==> src/rtl/exec_sequencer_pkg.sv <==
// Shared definitions for the PIC16C5x execute sequencer: execute-state encoding,
// PC/stack command codes and the fixed opcode words the decoder matches exactly.
package exec_sequencer_pkg;

    localparam int INSTR_WIDTH   = 12;
    localparam int EX_STATE_BITS = 5;

    localparam logic [INSTR_WIDTH-1:0] NOP_WORD_DEFAULT = 12'h000;
    localparam logic [INSTR_WIDTH-1:0] OP_SLEEP         = 12'h003;
    localparam logic [INSTR_WIDTH-1:0] OP_CLRW          = 12'h040;

    typedef enum logic [EX_STATE_BITS-1:0] {
        EX_Q1        = 5'd0,
        EX_Q2        = 5'd1,
        EX_Q3        = 5'd2,
        EX_Q4_CLRF   = 5'd3,
        EX_Q4_CLRW   = 5'd4,
        EX_Q4_MOVWF  = 5'd5,
        EX_Q4_BXF    = 5'd6,
        EX_Q4_FSZ    = 5'd7,
        EX_Q4_MOVF   = 5'd8,
        EX_Q4_ALUXLW = 5'd9,
        EX_Q4_MOVLW  = 5'd10,
        EX_Q4_BTFSX  = 5'd11,
        EX_Q4_GOTO   = 5'd12,
        EX_Q4_CALL   = 5'd13,
        EX_Q4_RETLW  = 5'd14,
        EX_Q4_SLEEP  = 5'd15,
        EX_Q4_NOSTAT = 5'd16,
        EX_Q4_NOP    = 5'd17,
        EX_Q4_ELSE   = 5'd18,
        EX_SLEEP     = 5'd19
    } ex_state_t;

    localparam logic [1:0] PC_HOLD  = 2'b00;
    localparam logic [1:0] PC_INC   = 2'b01;
    localparam logic [1:0] PC_LOAD  = 2'b10;
    localparam logic [1:0] PC_RESET = 2'b11;

    localparam logic [1:0] STK_NONE = 2'b00;
    localparam logic [1:0] STK_PUSH = 2'b01;
    localparam logic [1:0] STK_POP  = 2'b10;

endpackage

==> src/rtl/exec_decode.sv <==
// Pure combinational decode of the instruction register into the Q4 execute
// state plus the branch/skip class used to decide the next-word flush.
module exec_decode
    import exec_sequencer_pkg::*;
(
    input  logic [INSTR_WIDTH-1:0]   ir,
    output logic [EX_STATE_BITS-1:0] q4_state,
    output logic                     is_branch,
    output logic                     is_fsz,
    output logic                     is_btfsc,
    output logic                     is_btfss
);

    ex_state_t decoded;

    always_comb begin
        decoded   = EX_Q4_NOP;
        is_branch = 1'b0;
        is_fsz    = 1'b0;
        is_btfsc  = 1'b0;
        is_btfss  = 1'b0;
        case (ir[11:10])
            2'b00: begin
                // Byte-oriented group; the 0000_00 and 0000_01 rows hold the
                // fixed-word and MOVWF/CLRF/CLRW encodings.
                case (ir[9:6])
                    4'b0000: begin
                        if (ir[5])
                            decoded = EX_Q4_MOVWF;
                        else if (ir == OP_SLEEP)
                            decoded = EX_Q4_SLEEP;
                        else
                            decoded = EX_Q4_NOP;
                    end
                    4'b0001: begin
                        if (ir[5])
                            decoded = EX_Q4_CLRF;
                        else if (ir == OP_CLRW)
                            decoded = EX_Q4_CLRW;
                        else
                            decoded = EX_Q4_NOP;
                    end
                    4'b1000: decoded = EX_Q4_MOVF;
                    4'b1011, 4'b1111: begin
                        decoded = EX_Q4_FSZ;
                        is_fsz  = 1'b1;
                    end
                    4'b1110: decoded = EX_Q4_NOSTAT;
                    default: decoded = EX_Q4_ELSE;
                endcase
            end
            2'b01: begin
                if (ir[9]) begin
                    decoded  = EX_Q4_BTFSX;
                    is_btfsc = ~ir[8];
                    is_btfss = ir[8];
                end else begin
                    decoded = EX_Q4_BXF;
                end
            end
            2'b10: begin
                is_branch = 1'b1;
                if (ir[9])
                    decoded = EX_Q4_GOTO;
                else if (ir[8])
                    decoded = EX_Q4_CALL;
                else
                    decoded = EX_Q4_RETLW;
            end
            default: begin
                if (ir[9:8] == 2'b00)
                    decoded = EX_Q4_MOVLW;
                else
                    decoded = EX_Q4_ALUXLW;
            end
        endcase
    end

    assign q4_state = decoded;

endmodule

==> src/rtl/exec_sequencer.sv <==
// PIC16C5x instruction sequencer: Q1..Q4 phase ring, instruction register,
// fetch/execute overlap with skip/branch flush, and SLEEP/wake handling.
module exec_sequencer
    import exec_sequencer_pkg::*;
#(
    parameter logic [INSTR_WIDTH-1:0] NOP_WORD = NOP_WORD_DEFAULT
) (
    input  logic                     clk,
    input  logic                     rst,
    input  logic [INSTR_WIDTH-1:0]   instrIn,
    input  logic                     aluZeroIn,
    input  logic                     bitTestIn,
    input  logic                     wakeIn,
    output logic [EX_STATE_BITS-1:0] executeState,
    output logic [INSTR_WIDTH-1:0]   irOut,
    output logic [1:0]               pcCommand,
    output logic [1:0]               stackCommand,
    output logic                     flushOut,
    output logic                     sleepOut
);

    ex_state_t                state;
    ex_state_t                state_next;
    logic [INSTR_WIDTH-1:0]   ir;
    logic                     flush;
    logic                     in_reset;
    logic                     ir_load;
    logic                     flush_next;
    logic [EX_STATE_BITS-1:0] q4_bits;
    logic                     is_branch;
    logic                     is_fsz;
    logic                     is_btfsc;
    logic                     is_btfss;

    exec_decode u_decode (
        .ir        (ir),
        .q4_state  (q4_bits),
        .is_branch (is_branch),
        .is_fsz    (is_fsz),
        .is_btfsc  (is_btfsc),
        .is_btfss  (is_btfss)
    );

    // in_reset marks the Q1 immediately following reset so the PC takes the
    // reset vector there instead of incrementing.
    always_ff @(posedge clk) begin
        if (rst) begin
            state    <= EX_Q1;
            ir       <= NOP_WORD;
            flush    <= 1'b1;
            in_reset <= 1'b1;
        end else begin
            state    <= state_next;
            in_reset <= 1'b0;
            if (ir_load) begin
                ir    <= flush_next ? NOP_WORD : instrIn;
                flush <= flush_next;
            end
        end
    end

    always_comb begin
        state_next = state;
        ir_load    = 1'b0;
        flush_next = 1'b0;
        case (state)
            EX_Q1:       state_next = EX_Q2;
            EX_Q2:       state_next = EX_Q3;
            EX_Q3:       state_next = ex_state_t'(q4_bits);
            EX_Q4_SLEEP: state_next = EX_SLEEP;
            EX_SLEEP: begin
                if (wakeIn) begin
                    state_next = EX_Q1;
                    ir_load    = 1'b1;
                end
            end
            default: begin
                // Every other Q4 state closes the instruction cycle and fetches.
                state_next = EX_Q1;
                ir_load    = 1'b1;
                flush_next = is_branch
                           | (is_fsz & aluZeroIn)
                           | (is_btfsc & ~bitTestIn)
                           | (is_btfss & bitTestIn);
            end
        endcase
    end

    always_comb begin
        pcCommand    = PC_HOLD;
        stackCommand = STK_NONE;
        if (in_reset) begin
            pcCommand = PC_RESET;
        end else begin
            case (state)
                EX_Q1:      pcCommand = PC_INC;
                EX_Q4_GOTO: pcCommand = PC_LOAD;
                EX_Q4_CALL: begin
                    pcCommand    = PC_LOAD;
                    stackCommand = STK_PUSH;
                end
                EX_Q4_RETLW: begin
                    pcCommand    = PC_LOAD;
                    stackCommand = STK_POP;
                end
                default: pcCommand = PC_HOLD;
            endcase
        end
    end

    assign executeState = state;
    assign irOut        = ir;
    assign flushOut     = flush;
    assign sleepOut     = (state == EX_SLEEP);

endmodule

==> config.mk <==
export PLATFORM = sky130hd
export DESIGN_NAME = exec_sequencer
export DESIGN_NICKNAME = d
export VERILOG_FILES = /design/src/rtl/exec_sequencer_pkg.sv /design/src/rtl/exec_decode.sv /design/src/rtl/exec_sequencer.sv
export SDC_FILE = /design/constraint.sdc
export NUM_CORES = 1
export LEC_CHECK = 0
export ABC_AREA = 1
export ABC_CLOCK_PERIOD_IN_PS = 1780
export BUFFER_PORTS_ARGS = -buffer_cell sky130_fd_sc_hd__buf_2
export CAP_MARGIN = 0
export CORE_ASPECT_RATIO = 0.7
export CORE_MARGIN = 2
export CORE_UTILIZATION = 42
export CTS_BUF_LIST = sky130_fd_sc_hd__clkbuf_16
export CTS_CLUSTER_DIAMETER = 50
export DETAILED_ROUTE_END_ITERATION = 12
export PLACE_DENSITY = 0.76
export SLEW_MARGIN = 10
export SYNTH_ARGS = -nofsm -noshare
export SYNTH_HDL_FRONTEND = slang
export SYNTH_SLANG_ARGS = --single-unit
==> constraint.sdc <==
create_clock -name clk -period 1.78 [get_ports clk]
set_input_delay 0.534 -clock clk [delete_from_list [all_inputs] [get_ports clk]]
set_output_delay 0.534 -clock clk [all_outputs]
set_load 0.05 [all_outputs]
==> impl_metrics.tcl, run 1 <==
set metrics [dict create \
    ys_seq_area_share_pct 33.7 \
    cts.hold.buffers_added 0 \
    vias_per_cell 5.02 \
    synth_seq_cells 19 \
    vias 1306 \
    layout_commonest_cell "nand2_1" \
    worstHoldEndpoint "in_reset" \
    drive_above_1_share_pct 31.9 \
    io_buffers 39 \
    crit_path_frequent_cell "nand2_2" \
    crit_type "reg2out" \
    slew_headroom_pct 78.6 \
    final_antenna_net_count 0 \
    whs_path_depth 1 \
    design_area_sq_mm 0.00154 \
    rrSetupSlack_ns 0.22 \
    finalSetupViolCount 4 \
    grt_max_degree 14 \
    diodes 0 \
    yosys.area_share.simple_pct 40.4 \
    nFillCells 240 \
    r2r_start "irOut[9]" \
    vdd_drop_max_v 0.00125 \
    synth_top_family_by_area "simple AND/OR/NAND/NOR gates" \
    fin_ws_ns -0.101 \
    path_clk_slew_ns 0.06 \
    synth_top_area_cell "dfxtp_1" \
    grt_pass1_wl_mm 4.83 \
    clock_path_buffers 2 \
    multi_input_area_sq_um 654 \
    dr_wl_met3_um 177 \
    finClkSkew_ns 0.00553 \
    grt_pass1_vias 1105 \
    nNetsFinal 244 \
    max_cap_violations 0 \
    insertion_delay_ns 0.26 \
    netlist_area_sq_mm 0.00113 \
    area_delta_synth_final_pct 36.5 \
    slew_violations 0 \
    synth_warnings 0 \
    fin_crit_sh_pct 106 \
    holdCritPathClass "in2reg" \
    synth_area_leaders "dfxtp_1 34%, nand2_1 14%, nand3_1 11%" \
    wl_met2_mm 1.38 \
    dpl_cell_area_sq_mm 0.00140 \
    final_cell_mix "40 x nand2_1, 34 x buf_2, 25 x inv_1, 24 x nand3_1, 21 x nor2_1" \
    gr-total-overflow 0 \
    power_uw 2890 \
    place.gp.congestion 0.860 \
    yosysTopAreaCellShare_pct 33.7 \
    max_clock_freq_mhz 532 \
    drc 0 \
    routed.top_layer "met4" \
    dr.pass1.iters 4 \
    rows 15 \
    min_period_ns 1.88 \
    cts_max_level 1 \
    cts_tree "yes" \
    slowest_delay_ns 0.36 \
    dieArea_sq_mm 0.00312 \
    status "finished with violations" \
    drtIter0Drc 98 \
    hold_ws_ns 0.463 \
    crit_arrival_ns 1.35 \
    failed_checks "negative setup slack" \
    core_area_sq_mm 0.00250 \
    clkSinkCount 19 \
    critPathBufInv 1 \
    synth_fa_ha_area_share_pct 0 \
    io_pins 40 \
    path_cells "nand2_2 -> nor2_2 -> nand2_2 -> nor3_4 -> buf_6" \
    r2r_cells 9 \
    syn_inst 181 \
    cts-root-buf "clkbuf_16" \
    holdCritStartpoint "rst" \
    fin_util_pct 61.7 \
    cp-start-kind "register" \
    r2r-end "executeState[1]" \
    start_util_pct 45.2 \
    power.leakage_uw 0.000819 \
    finalSetupTns_ns -0.157 \
    power_density_mw_per_mm2 1880 \
    dp_hpwl_mm 2.27 \
    crit_fanout 3 \
    cp_top_family "simple AND/OR/NAND/NOR gates" \
    drt-wirelength-per-cell_um 12.1 \
    syn-num-nets 198 \
    synth_compound_area_share_pct 13.9 \
    critPathSlowestCell "dfxtp_4" \
    worst_ep_required_time_ns 1.25 \
    rsz0062_at_grt "yes" \
    antenna_found_initial 0 \
    routed_wirelength_mm 3.14 \
    finalHoldViolCount 0 \
    synth.avg_cell_area_sq_um 6.23 \
    grtUsageTotal_pct 21.2 \
    worst_pin_slew_ns 0.321 \
    cts_buffers 3 \
    muxShareOfSynthArea_pct 0 \
    seq_area_sq_um 394 \
    m1WireLength_mm 1.52 \
    fp.dieH_um 47.3 \
    die_w_um 65.9 \
    synthXorXnorAreaFrac_pct 0 \
    cp-end-kind "primary output" \
    synth_cell_types 23 \
]
==> cell usage after synthesis, drive strengths merged <==
| cell type | number |
|---|---|
| nand2 | 46 |
| a21oi | 10 |
| buf | 3 |
| o21a | 1 |
| o21ai | 15 |
| or2 | 2 |
| o211ai | 1 |
| nand4 | 1 |
| a31oi | 2 |
| nor2 | 25 |
| nand3 | 25 |
| nor3 | 3 |
| dfxtp | 19 |
| inv | 28 |
==> per-layer routing <==
layer / track usage [%] / vias to the layer above
met1: 29.3 / 591
met2: 32.7 / 36
met5: 0 / -
met4: 6.25 / 0
met3: 5.76 / 8
li1: - / 671
==> final cells by class <==
type | instances | share of cell area (%)
inverters | 28 | 6.99
repair buffers | 44 | 16.9
clock inverters | 1 | 0.325
clock buffers | 3 | 4.88
flip-flops and latches | 19 | 25.6
well taps | 34 | 2.76
multi-input cells | 131 | 42.5
==> sequential cells by signal, summed over array words and instances, names as in the netlist <==
register,cells
executeState,5
in_reset,1
flushOut,1
irOut,12
==> worst register-to-register path, cell delays in order, from the launching register on <==
cell and delay, ns:
dfxtp_1 0.47, inv_1 0.16, nand2_1 0.14, nor2_1 0.07, nand2_1 0.13, nand2_1 0.08
o21ai_0 0.20, nand3_1 0.10, nand2_1 0.07, inv_1 0.03
==> logic make-up after synthesis <==
group / Yosys count
buffers and inverters: 31
AOI/OAI and AO/OA: 29
DFF: 19
and+or+nand+nor: 102
==> power breakdown <==
group	switching, uW	total, uW	internal [uW]
clock network	168	469	302
registers	186	748	562
logic	1170	1670	504
total	1520	2890	1370
==> what timing repair did <==
| action | 4_1_cts | 5_1_grt |
|---|---|---|
| cloned | 0 | 0 |
| pin swaps | 3 | 1 |
| gates resized for setup | 8 | 7 |
| endpoints found under the setup margin | 3 | 5 |
| hold endpoints to repair | 0 | 0 |
| buffers inserted | 0 | 1 |
==> per-stage QoR <==
| stage | instances | setup slack (ns) |
|---|---|---|
| 6_report | 260 | -0.101 |
| 3_5_place_dp | 255 | 0.105 |
| 3_3_place_gp | 255 | 0.119 |
| 4_1_cts | 259 | -0.0224 |
| 5_1_grt | 260 | -0.117 |
| 2_1_floorplan | 181 | 0.0269 |
==> worst max path at each step <==
stage,startpoint,end,slack (ns),cells after the start
final,executeState[2],stackCommand[1],-0.10,5
after global routing,executeState[2],stackCommand[1],-0.12,5
after CTS,executeState[4],pcCommand[0],-0.02,5
after detailed placement,executeState[3],pcCommand[0],0.11,5
after global placement,executeState[3],pcCommand[0],0.12,5
after floorplan,executeState[2],stackCommand[1],0.03,4
No activity file was read; power rests on OpenSTA's default activity.
==> run 2: changes to the inputs <==
--- a/config.mk
+++ b/config.mk
@@ -15,7 +15,8 @@
 export CTS_BUF_LIST = sky130_fd_sc_hd__clkbuf_16
 export CTS_CLUSTER_DIAMETER = 50
 export DETAILED_ROUTE_END_ITERATION = 12
-export PLACE_DENSITY = 0.76
+export HOLD_SLACK_MARGIN = 0.08
+export PLACE_DENSITY = 0.78
 export SLEW_MARGIN = 10
 export SYNTH_ARGS = -nofsm -noshare
 export SYNTH_HDL_FRONTEND = slang
==> impl_metrics.tcl, run 2 (synthesis results as in run 1) <==
set metrics [dict create \
    status "finished with violations" \
    failed_checks "negative setup slack" \
    r2r_cells 9 \
    drtIter0Drc 64 \
    fin_util_pct 61.3 \
    vias 1302 \
    slowest_delay_ns 0.36 \
    nNetsFinal 242 \
    dieArea_sq_mm 0.00312 \
    grt_max_degree 14 \
    fin_ws_ns -0.0274 \
    slew_headroom_pct 74.7 \
    routed.top_layer "met3" \
    cp_top_family "simple AND/OR/NAND/NOR gates" \
    vias_per_cell 5.05 \
    max_clock_freq_mhz 553 \
    drive_above_1_share_pct 30.8 \
    core_area_sq_mm 0.00250 \
    worst_pin_slew_ns 0.379 \
    drc 0 \
    crit_fanout 4 \
    cp-start-kind "register" \
    path_clk_slew_ns 0.06 \
    cp-end-kind "primary output" \
    whs_path_depth 2 \
    grt_pass1_wl_mm 4.69 \
    io_pins 40 \
    start_util_pct 45.2 \
    power_density_mw_per_mm2 1850 \
    nFillCells 255 \
    antenna_found_initial 0 \
    cts_max_level 1 \
    diodes 0 \
    max_cap_violations 0 \
    io_buffers 39 \
    holdCritStartpoint "flushOut" \
    rrSetupSlack_ns 0.18 \
    power.leakage_uw 0.000818 \
    routed_wirelength_mm 2.91 \
    rows 15 \
    dpl_cell_area_sq_mm 0.00138 \
    grt_pass1_vias 1052 \
    finClkSkew_ns 0.00205 \
    m1WireLength_mm 1.41 \
    critPathSlowestCell "dfxtp_4" \
    critPathBufInv 2 \
    area_delta_synth_final_pct 35.7 \
    r2r-end "irOut[11]" \
    design_area_sq_mm 0.00153 \
    cts_tree "yes" \
    power_uw 2830 \
    crit_type "reg2out" \
    holdCritPathClass "reg2reg" \
    vdd_drop_max_v 0.00103 \
    insertion_delay_ns 0.25 \
    final_cell_mix "41 x nand2_1, 34 x buf_2, 25 x inv_1, 24 x nand3_1, 21 x nor2_1" \
    finalHoldViolCount 0 \
    rsz0062_at_grt "yes" \
    place.gp.congestion 0.885 \
    gr-total-overflow 0 \
    worstHoldEndpoint "flushOut" \
    worst_ep_required_time_ns 1.25 \
    dr_wl_met3_um 184 \
    final_antenna_net_count 0 \
    cts_buffers 3 \
    largest_reg_flops 12 \
    path_cells "inv_1 -> nand2_4 -> nor3_4 -> or2_2 -> buf_8" \
    cts.hold.buffers_added 0 \
    fin_crit_sh_pct 102 \
    slew_violations 0 \
    clkSinkCount 19 \
    drt-wirelength-per-cell_um 11.3 \
    crit_arrival_ns 1.27 \
    wl_met2_mm 1.32 \
    r2r_start "executeState[2]" \
    dp_slack_ns 0.0654 \
    dp_hpwl_mm 2.18 \
    min_period_ns 1.81 \
    layout_commonest_cell "nand2_1" \
    clock_path_buffers 2 \
    finalSetupViolCount 1 \
    fp.dieH_um 47.3 \
    finalSetupTns_ns -0.0274 \
    cts-root-buf "clkbuf_16" \
    grtUsageTotal_pct 19.7 \
    die_w_um 65.9 \
    dr.pass1.iters 4 \
]
run 2: worst max path at each step:
stage | from | endpoint | depth (start not counted)
2_1_floorplan | executeState[2] | stackCommand[1] | 4
3_3_place_gp | executeState[3] | pcCommand[0] | 5
3_5_place_dp | executeState[3] | pcCommand[0] | 5
4_1_cts | executeState[3] | pcCommand[0] | 5
5_1_grt | executeState[4] | pcCommand[0] | 5
6_report | executeState[4] | pcCommand[0] | 5
run 2: worst reg2reg max path, stage by stage (launching register included):
cell     delay, ns
dfxtp_4       0.35
nand2_1       0.11
nor2_4        0.06
buf_4         0.13
nand2_1       0.10
o21ai_2       0.11
nor2_4        0.32
inv_4         0.13
nand3_1       0.09
o21ai_0       0.09
run 2: cell type report:
cell class	instances	area [sq um]	area share [%]
multi-input combinational	131	664	43.4
tap	34	42.5	2.78
timing repair buffer	42	241	15.8
sequential	19	394	25.8
inverter	28	108	7.03
clock inverter	1	5.00	0.327
clock buffer	3	75.1	4.91
run 2: repair_timing:
item | CTS | global route
setup endpoints to repair | 3 | 5
gates cloned | 0 | 0
pin swaps | 3 | 1
buffers inserted | 1 | 1
gates resized for setup | 8 | 7
run 2: through the flow:
stage	std cells	hold WS, ns
after floorplan	181	0.562
after global placement	252	0.442
after detailed placement	252	0.448
after CTS	257	0.464
after global routing	258	0.464
final	258	0.457
run 2: metal layers:
layer | GRT usage, % | vias up
li1 | - | 669
met1 | 27.6 | 589
met2 | 32.3 | 44
met3 | 4.80 | 0
met4 | 2.50 | 0
met5 | 0 | -
run 2: power breakdown:
group | internal (uW) | total [uW] | switching, uW
sequential | 562 | 745 | 183
clock | 301 | 470 | 168
combinational | 471 | 1620 | 1150
total | 1330 | 2830 | 1500
